$ cat src/rtl/multi_issue_queue_pkg.sv
// issue_pkg: shared decode helpers for the multi-issue instruction queue.
// Holds the RV32 base opcodes the bundle checker understands, the NOP used to
// fill unissued slots, and pure functions that classify an opcode by its
// register use, memory access and control-flow behaviour.
// Opcodes not listed are treated as no-read, no-write, non-memory,
// non-branch.
package issue_pkg;

  localparam logic [6:0] OP_R      = 7'b0110011;
  localparam logic [6:0] OP_IMM    = 7'b0010011;
  localparam logic [6:0] OP_LOAD   = 7'b0000011;
  localparam logic [6:0] OP_STORE  = 7'b0100011;
  localparam logic [6:0] OP_BRANCH = 7'b1100011;
  localparam logic [6:0] OP_JAL    = 7'b1101111;
  localparam logic [6:0] OP_JALR   = 7'b1100111;
  localparam logic [6:0] OP_LUI    = 7'b0110111;
  localparam logic [6:0] OP_AUIPC  = 7'b0010111;

  // addi x0, x0, 0
  localparam logic [31:0] NOP = 32'h0000_0013;

  function automatic logic writes_rd(input logic [6:0] op);
    case (op)
      OP_R, OP_IMM, OP_LOAD, OP_LUI, OP_AUIPC, OP_JAL, OP_JALR: writes_rd = 1'b1;
      default:                                                  writes_rd = 1'b0;
    endcase
  endfunction

  function automatic logic reads_rs1(input logic [6:0] op);
    case (op)
      OP_R, OP_IMM, OP_LOAD, OP_STORE, OP_BRANCH, OP_JALR: reads_rs1 = 1'b1;
      default:                                             reads_rs1 = 1'b0;
    endcase
  endfunction

  function automatic logic reads_rs2(input logic [6:0] op);
    case (op)
      OP_R, OP_STORE, OP_BRANCH: reads_rs2 = 1'b1;
      default:                   reads_rs2 = 1'b0;
    endcase
  endfunction

  function automatic logic is_mem(input logic [6:0] op);
    is_mem = (op == OP_LOAD) || (op == OP_STORE);
  endfunction

  function automatic logic is_ctrl(input logic [6:0] op);
    is_ctrl = (op == OP_BRANCH) || (op == OP_JAL) || (op == OP_JALR);
  endfunction

endpackage

$ cat src/rtl/multi_issue_queue_if.sv
// multi_issue_queue_if: fetch-side and issue-side signals of the queue.
//   fetch_valid  per-slot valid of the fetch beat (contiguous from bit 0)
//   fetch_instr  fetch beat, slot k at [32k+31:32k]
//   fetch_ready  queue accepts a whole beat this cycle
//   stall        downstream stall, holds the head
//   flush        rollback, empties the queue
//   issue_instr  issued bundle, slot 0 oldest, NOP in invalid slots
//   issue_valid  contiguous prefix of valid issue slots
//   count        current occupancy
// master = fetch/decode side driving the queue, slave = the queue itself.
interface multi_issue_queue_if #(
  parameter int DEPTH       = 8,
  parameter int FETCH_WIDTH = 2,
  parameter int ISSUE_WIDTH = 2
);
  localparam int CNT_W = $clog2(DEPTH + 1);

  logic [FETCH_WIDTH-1:0]    fetch_valid;
  logic [32*FETCH_WIDTH-1:0] fetch_instr;
  logic                      fetch_ready;
  logic                      stall;
  logic                      flush;
  logic [32*ISSUE_WIDTH-1:0] issue_instr;
  logic [ISSUE_WIDTH-1:0]    issue_valid;
  logic [CNT_W-1:0]          count;

  modport master (
    output fetch_valid, fetch_instr, stall, flush,
    input  fetch_ready, issue_instr, issue_valid, count
  );

  modport slave (
    input  fetch_valid, fetch_instr, stall, flush,
    output fetch_ready, issue_instr, issue_valid, count
  );
endinterface

$ cat src/rtl/multi_issue_queue_bundle_check.sv
// issue_bundle_check: decides which leading head entries may issue together.
//   head_instr_i  the ISSUE_WIDTH oldest queue entries (slot 0 oldest)
//   avail_i       number of entries actually present in the queue
//   issue_valid_o contiguous prefix of slots that form a legal bundle
// A slot is rejected if it is beyond the occupancy, if any earlier slot was
// rejected, if it reads or rewrites a register written earlier in the bundle,
// if it is a second memory op, or if an earlier slot is a branch/jump.
module issue_bundle_check
  import issue_pkg::*;
#(
  parameter int ISSUE_WIDTH = 2,
  parameter int CNT_W       = 4
) (
  input  logic [31:0]            head_instr_i [ISSUE_WIDTH],
  input  logic [CNT_W-1:0]       avail_i,
  output logic [ISSUE_WIDTH-1:0] issue_valid_o
);

  logic [31:0] written;   // registers written by accepted slots; bit 0 stays 0
  logic        mem_seen;
  logic        ctrl_seen;
  logic        chain_ok;
  logic        slot_ok;
  logic [6:0]  op;
  logic [4:0]  rd;
  logic [4:0]  rs1;
  logic [4:0]  rs2;

  always_comb begin
    issue_valid_o = '0;
    written       = '0;
    mem_seen      = 1'b0;
    ctrl_seen     = 1'b0;
    chain_ok      = 1'b1;
    slot_ok       = 1'b0;
    op            = '0;
    rd            = '0;
    rs1           = '0;
    rs2           = '0;
    for (int k = 0; k < ISSUE_WIDTH; k++) begin
      op  = head_instr_i[k][6:0];
      rd  = head_instr_i[k][11:7];
      rs1 = head_instr_i[k][19:15];
      rs2 = head_instr_i[k][24:20];

      slot_ok = chain_ok && (CNT_W'(k) < avail_i) && !ctrl_seen &&
                !(mem_seen && is_mem(op));
      if (reads_rs1(op) && written[rs1]) slot_ok = 1'b0;
      if (reads_rs2(op) && written[rs2]) slot_ok = 1'b0;
      if (writes_rd(op) && written[rd])  slot_ok = 1'b0;

      issue_valid_o[k] = slot_ok;
      chain_ok         = slot_ok;
      if (slot_ok) begin
        // x0 never carries a dependency, so it is never marked as written
        if (writes_rd(op) && (rd != 5'd0)) written[rd] = 1'b1;
        mem_seen  = mem_seen  | is_mem(op);
        ctrl_seen = ctrl_seen | is_ctrl(op);
      end
    end
  end

  // Function and immediate fields play no part in hazard detection.
  logic unused_fields;
  always_comb begin
    unused_fields = 1'b0;
    for (int k = 0; k < ISSUE_WIDTH; k++)
      unused_fields = unused_fields ^ (^{head_instr_i[k][31:25], head_instr_i[k][14:12]});
  end

endmodule

$ cat src/rtl/multi_issue_queue.sv
// multi_issue_queue: in-order instruction queue with bundle-forming issue.
//   clk    core clock, rising edge
//   reset  asynchronous active-high, empties the queue
//   bus    multi_issue_queue_if.slave: fetch beat in, issued bundle out,
//          stall/flush control, occupancy
// Storage is a circular buffer addressed by head/tail pointers one bit wider
// than the entry index. Pushed entries become visible to the issue logic the
// cycle after the push edge; there is no empty-queue bypass. Issue outputs are
// combinational from the registered head plus flush; fetch_ready and count
// depend on the registered occupancy only (no same-cycle pop credit).
module multi_issue_queue
  import issue_pkg::*;
#(
  parameter int DEPTH       = 8,
  parameter int FETCH_WIDTH = 2,
  parameter int ISSUE_WIDTH = 2
) (
  input logic              clk,
  input logic              reset,
  multi_issue_queue_if.slave bus
);

  localparam int IDX_W = $clog2(DEPTH);
  localparam int PTR_W = IDX_W + 1;
  localparam int CNT_W = $clog2(DEPTH + 1);

  logic [31:0]      mem_q [DEPTH];
  logic [PTR_W-1:0] head_q, head_d;
  logic [PTR_W-1:0] tail_q, tail_d;
  logic [CNT_W-1:0] count_q, count_d;

  logic             push_en;
  logic [CNT_W-1:0] push_cnt;
  logic [CNT_W-1:0] pop_cnt;

  logic [31:0]            head_instr [ISSUE_WIDTH];
  logic [IDX_W-1:0]       head_idx   [ISSUE_WIDTH];
  logic [IDX_W-1:0]       wr_idx     [FETCH_WIDTH];
  logic [ISSUE_WIDTH-1:0] chk_valid;

  assign bus.count       = count_q;
  assign bus.fetch_ready = (count_q <= CNT_W'(DEPTH - FETCH_WIDTH));

  // Entry index is the pointer modulo DEPTH, so a bundle may straddle the wrap.
  for (genvar k = 0; k < ISSUE_WIDTH; k++) begin : g_head
    assign head_idx[k]   = IDX_W'(head_q + PTR_W'(k));
    assign head_instr[k] = mem_q[head_idx[k]];
  end

  for (genvar k = 0; k < FETCH_WIDTH; k++) begin : g_wr
    assign wr_idx[k] = IDX_W'(tail_q + PTR_W'(k));
  end

  issue_bundle_check #(
    .ISSUE_WIDTH (ISSUE_WIDTH),
    .CNT_W       (CNT_W)
  ) u_check (
    .head_instr_i  (head_instr),
    .avail_i       (count_q),
    .issue_valid_o (chk_valid)
  );

  // Flush squashes the bundle in the same cycle it empties the queue.
  assign bus.issue_valid = bus.flush ? '0 : chk_valid;

  for (genvar k = 0; k < ISSUE_WIDTH; k++) begin : g_out
    assign bus.issue_instr[32*k +: 32] = bus.issue_valid[k] ? head_instr[k] : NOP;
  end

  assign push_en = bus.fetch_ready && (|bus.fetch_valid) && !bus.flush;

  // fetch_valid and issue_valid are contiguous prefixes, so their popcounts
  // are the number of entries moved.
  always_comb begin
    push_cnt = '0;
    for (int k = 0; k < FETCH_WIDTH; k++)
      push_cnt = push_cnt + CNT_W'(bus.fetch_valid[k]);
    pop_cnt = '0;
    for (int k = 0; k < ISSUE_WIDTH; k++)
      pop_cnt = pop_cnt + CNT_W'(bus.issue_valid[k]);
    if (bus.stall) pop_cnt = '0;
  end

  always_comb begin
    head_d  = head_q;
    tail_d  = tail_q;
    count_d = count_q;
    if (bus.flush) begin
      head_d  = '0;
      tail_d  = '0;
      count_d = '0;
    end else begin
      head_d  = head_q + PTR_W'(pop_cnt);
      tail_d  = tail_q + (push_en ? PTR_W'(push_cnt) : PTR_W'(0));
      count_d = count_q + (push_en ? push_cnt : CNT_W'(0)) - pop_cnt;
    end
  end

  always_ff @(posedge clk or posedge reset) begin
    if (reset) begin
      head_q  <= '0;
      tail_q  <= '0;
      count_q <= '0;
    end else begin
      head_q  <= head_d;
      tail_q  <= tail_d;
      count_q <= count_d;
    end
  end

  // Storage holds no reset; only the pointers define what is valid.
  always_ff @(posedge clk) begin
    if (push_en) begin
      for (int k = 0; k < FETCH_WIDTH; k++)
        if (bus.fetch_valid[k]) mem_q[wr_idx[k]] <= bus.fetch_instr[32*k +: 32];
    end
  end

endmodule

$ cat src/flat_wrapper.sv
// flat-port wrapper written by rule: the top's interface ports become plain ports
module multi_issue_queue_flat import issue_pkg::*;
#(
  parameter int DEPTH       = 8,
  parameter int FETCH_WIDTH = 2,
  parameter int ISSUE_WIDTH = 2
)
  (clk, reset, bus_fetch_valid, bus_fetch_instr, bus_stall, bus_flush, bus_fetch_ready, bus_issue_instr, bus_issue_valid, bus_count);
  multi_issue_queue_if #(.DEPTH(DEPTH), .FETCH_WIDTH(FETCH_WIDTH), .ISSUE_WIDTH(ISSUE_WIDTH)) bus_i ();
  input logic clk;
  input logic reset;
  input wire logic [$bits(bus_i.fetch_valid)-1:0] bus_fetch_valid;
  input wire logic [$bits(bus_i.fetch_instr)-1:0] bus_fetch_instr;
  input wire logic [$bits(bus_i.stall)-1:0] bus_stall;
  input wire logic [$bits(bus_i.flush)-1:0] bus_flush;
  output wire logic [$bits(bus_i.fetch_ready)-1:0] bus_fetch_ready;
  output wire logic [$bits(bus_i.issue_instr)-1:0] bus_issue_instr;
  output wire logic [$bits(bus_i.issue_valid)-1:0] bus_issue_valid;
  output wire logic [$bits(bus_i.count)-1:0] bus_count;
  assign bus_i.fetch_valid = bus_fetch_valid;
  assign bus_i.fetch_instr = bus_fetch_instr;
  assign bus_i.stall = bus_stall;
  assign bus_i.flush = bus_flush;
  assign bus_fetch_ready = bus_i.fetch_ready;
  assign bus_issue_instr = bus_i.issue_instr;
  assign bus_issue_valid = bus_i.issue_valid;
  assign bus_count = bus_i.count;
  multi_issue_queue #(.DEPTH(DEPTH), .FETCH_WIDTH(FETCH_WIDTH), .ISSUE_WIDTH(ISSUE_WIDTH)) u_core (.clk(clk), .reset(reset), .bus(bus_i));
endmodule
$ cat config.mk
export PLATFORM = sky130hd
export DESIGN_NAME = multi_issue_queue_flat
export DESIGN_NICKNAME = d
export VERILOG_FILES = /design/src/rtl/multi_issue_queue_pkg.sv /design/src/rtl/multi_issue_queue_if.sv /design/src/rtl/multi_issue_queue_bundle_check.sv /design/src/rtl/multi_issue_queue.sv /design/src/flat_wrapper.sv
export SDC_FILE = /design/constraint.sdc
export NUM_CORES = 1
export LEC_CHECK = 0
export ABC_CLOCK_PERIOD_IN_PS = 10750
export BUFFER_PORTS_ARGS = -buffer_cell sky130_fd_sc_hd__buf_2
export CORE_ASPECT_RATIO = 0.5
export CORE_UTILIZATION = 40
export CTS_CLUSTER_SIZE = 14
export DETAILED_ROUTE_END_ITERATION = 7
export MAX_ROUTING_LAYER = met4
export PLACE_DENSITY = 0.64
export SLEW_MARGIN = 0
export SYNTH_ARGS = -nofsm -noshare
export SYNTH_HDL_FRONTEND = slang
export SYNTH_SLANG_ARGS = --single-unit
$ cat constraint.sdc
create_clock -name clk -period 10.75 [get_ports clk]
set_clock_uncertainty 0.1 [all_clocks]
set_input_delay 2.6875 -clock clk [delete_from_list [all_inputs] [get_ports clk]]
set_output_delay 2.6875 -clock clk [all_outputs]
set_load 0.005 [all_outputs]
==> flow_summary_export.csv <==
group,metric,value,unit
run_status,outcome,"finished, final reports clean",
worst_setup_path,path_delay_family,"simple AND/OR/NAND/NOR gates",
global_route,grt_pass1_vias,11300,
die,start_util,41.0,%
logic_synthesis,synth-edff-count,256,
placement,finalWeightedCongestion,0.871,
routing,drt_iter0_drc,1020,
worst_setup_path,critical_path_class,"reg2out",
power_and_ir_drop,p_leak,6.21,nW
placement,dp_hpwl,29400,um
global_route,grtUsageMet3,2.90,%
power_and_ir_drop,p_per_area,206,mW/mm^2
timing,min_period,9120,ps
routing,routed_via_density,6.20,
clock_network,cts_resized,0,
worst_setup_path,cpMaxStageDelayCell,"dfrtp_4",
job,drv_cap,0,
routing,drt_wl_total,49000,um
global_route,grt_overflow,0,
clock_network,cts_hold_buffers,0,
timing,hold_violations,0,
min_path,min_from,"u_core.tail_q[0]",
clock_network,clkSlewWorstSetupHoldPaths,60,ps
global_route,grt_pass1_wl,72700,um
logic_synthesis,synth-seq-area-share,47.3,%
routing,wl_per_cell,27.6,um
logic_synthesis,ys.flop_type,"edfxtp_1",
worst_setup_path,max_stage_delay,960,ps
clock_network,cts_buffer_depth,3,
routing,vias,11000,
finish,insertedDiodeCount,0,
clock_network,cts_root_buf,"clkbuf_16",
finish,fin_nets,1302,
finish,area_growth,13.2,%
global_route,grt_usage,23.5,%
finish,regArea,0.00795,sq mm
worst_setup_path,critPathLaunchType,"flop",
worst_setup_path,startpoint,"u_core.head_q[0]",
die,core-area,0.0409,sq mm
worst_setup_path,arrival,6330,ps
worst_setup_path,cp_num_buf_inv,2,
worst_setup_path,r2r-start,"u_core.head_q[0]",
finish,fin_util,46.4,%
die,die_y,147,um
placement,io_buffer_count,140,
clock_network,h-tree-depth,1,
logic_synthesis,ys_types,64,
worst_setup_path,cp_cell_sequence,"ha_4 -> buf_4 -> mux4_2 -> mux2i_1 -> nor2_1 -> and4_1 -> o311ai_1 -> nand2_1 -> nor3b_1 -> buf_2",
worst_setup_path,crit_fanout,49,
clock_network,post_cts_buffers,0,
worst_setup_path,crit_required,7960,ps
timing,tightest_slew,1130,ps
logic_synthesis,syn_nets,1183,
clock_network,cts_inserted_buffers,28,
clock_network,clk_latency,580,ps
logic_synthesis,synth-seq-cells,266,
logic_synthesis,yosysWarningCount,0,
timing,tns,0,ps
global_route,met1_usage,29.5,%
timing,hold_slack,656,ps
routing,drc,0,
finish,multi_input_area,0.00851,sq mm
global_route,grt.busiest_layer,"met2",
die,dieWidth,292,um
routing,antenna_left,0,
logic_synthesis,async_reset_ff_share,3.76,%
global_route,grt_max_degree,63,
global_route,antenna_found_initial,0,
die,core.rowCount,52,
timing,fmax,110,MHz
finish,drive_gt1_share,51.3,%
die,die_area,0.0428,sq mm
routing,drt_pass1_iterations,5,
timing,grt_setup_unrepaired,"false",
logic_synthesis,synth_area,0.0168,sq mm
logic_synthesis,avgSynthCellArea,15.3,sq um
global_route,grt_use_met2,40.3,%
clock_network,cts_sinks,266,
timing,slew_viol_final,0,
logic_synthesis,synth_cells,1096,
clock_network,cts_tree,"done",
worst_setup_path,end_kind,"output port",
timing,finalSetupViolations,0,
power_and_ir_drop,peakVddDrop,0.127,mV
timing,relSlewSlack,24.4,%
die,pin_count,141,
timing,timing.final.crit_share,84.8,%
min_path,hp-class,"reg2reg",
finish,nFillCells,3494,
[worst reg2reg max path: stages, from the launching register on]
cell      delay [ps]
dfrtp_4          960
ha_4             760
buf_4            540
mux4_2           580
mux2i_1          460
nor2_1            90
and4_1           230
o311ai_1         250
nand2_1          700
nor3b_1          940
ha_1             270
nand2b_1          80
inv_1             90
fa_1             420
inv_1            110
ha_1             240
a21o_1           160
a21oi_1          170
xnor2_1          130
nor2_1            50
[layout make-up]
cell class	count	share of cell area (%)
repair buffers	169	4.83
clock buffers	40	4.03
flip-flops and latches	266	41.8
well taps	540	3.56
inverters	21	0.415
clock inverters	10	0.540
multi-input cells	729	44.8
[routing by layer]
layer	routed length, um	share of wire [%]
met1	19500	40
met3	3260	6.7
met5	0	0
met2	24900	51
met4	1350	2.8
[cell usage in the layout, fill, tap and decap left out, types with 5 or more instances in the layout]
master,n
nor2_1,51
xor2_1,8
inv_1,21
a21oi_1,9
nand2b_1,6
edfxtp_1,256
nor4_1,6
nor2b_1,7
mux2_2,264
xnor2_1,8
clkbuf_16,28
nand2_1,23
nand3_1,10
buf_2,140
clkbuf_1,10
buf_4,29
nor3b_1,5
dfrtp_1,7
mux4_2,113
mux2i_1,89
ha_1,12
nor3_1,12
nor4_2,19
[through the flow]
step                std cells  instance area (sq um)  power (W)  worst slack (ps)
floorplan                1096                  16800    0.00255              4220
global placement         1725                  18100    0.00296              2380
detailed placement       1725                  18100    0.00300              2330
CTS                      1775                  19000    0.00394              1660
global route             1775                  19000    0.00411              1280
finish                   1775                  19000    0.00392              1630
[power by group]
part / total [W] / internal, W / switching, W
sequential: 0.00127 / 0.00120 / 0.0000707
clock: 0.000938 / 0.000520 / 0.000418
combinational: 0.00172 / 0.000816 / 0.000900
total: 0.00392 / 0.00253 / 0.00139
[Yosys cell counts (3+ instances only)]
| cell type | instances | area share [%] |
|---|---|---|
| a31oi_1 | 3 | 0.11 |
| nor4_2 | 19 | 1.4 |
| nand2_1 | 23 | 0.51 |
| nor3_1 | 14 | 0.42 |
| and2_1 | 4 | 0.15 |
| mux2i_1 | 89 | 5.3 |
| mux2_2 | 264 | 18 |
| or3_1 | 5 | 0.19 |
| nand3b_1 | 4 | 0.18 |
| edfxtp_1 | 256 | 46 |
| clkbuf_1 | 41 | 0.92 |
| o21ai_0 | 3 | 0.089 |
| nor3b_1 | 5 | 0.22 |
| nor2b_1 | 7 | 0.26 |
| dfrtp_1 | 10 | 1.5 |
| buf_4 | 6 | 0.27 |
| o22ai_1 | 6 | 0.22 |
| buf_1 | 10 | 0.22 |
| nor4_1 | 6 | 0.22 |
| nor4bb_1 | 3 | 0.18 |
| and3_1 | 3 | 0.11 |
| nand2b_1 | 6 | 0.22 |
| fa_1 | 4 | 0.48 |
| mux4_2 | 113 | 15 |
| buf_2 | 12 | 0.36 |
| inv_1 | 21 | 0.47 |
| mux2i_4 | 3 | 0.40 |
| ha_1 | 13 | 0.97 |
| nor2_1 | 55 | 1.2 |
| nand4_1 | 4 | 0.15 |
| buf_6 | 10 | 0.67 |
| nand3_1 | 10 | 0.30 |
| xnor2_1 | 9 | 0.47 |
| xor2_1 | 8 | 0.42 |
| a21oi_1 | 9 | 0.27 |
[state kept, by name, summed over array words and instances (netlist names)]
name and cells:
u_core.head_q 3, u_core.mem_q 256, u_core.bus.count 4, u_core.tail_q 3
[final timing paths]
path | endpoint | slack [ps] | cells after the start
worst max-delay path | bus_issue_valid[1] | 1630 | 10
worst min-delay path | u_core.tail_q[0] | 660 | 2
worst max register to register | u_core.bus.count[3] | 3280 | 19
worst min register to register | u_core.tail_q[0] | 660 | 2
max in group asynchronous | u_core.head_q[0] | 8260 | 2
min in group asynchronous | u_core.bus.count[2] | 1970 | 2
[logic make-up (layout without fill, tap and decap cells)]
kind of cell / count (synthesis) / after routing / share of synthesized area (%)
multiplexers: 473 / 473 / 39.1
flip-flops: 266 / 266 / 47.3
XOR/XNOR: 18 / 18 / 1.05
AO/OA/AOI/OAI: 43 / 43 / 1.89
adder cells (fa/ha/maj): 17 / 17 / 1.45
AND/OR/NAND/NOR: 178 / 178 / 6.28
buffers and inverters: 101 / 240 / 3.00
No activity file was read; power rests on OpenSTA's default activity.
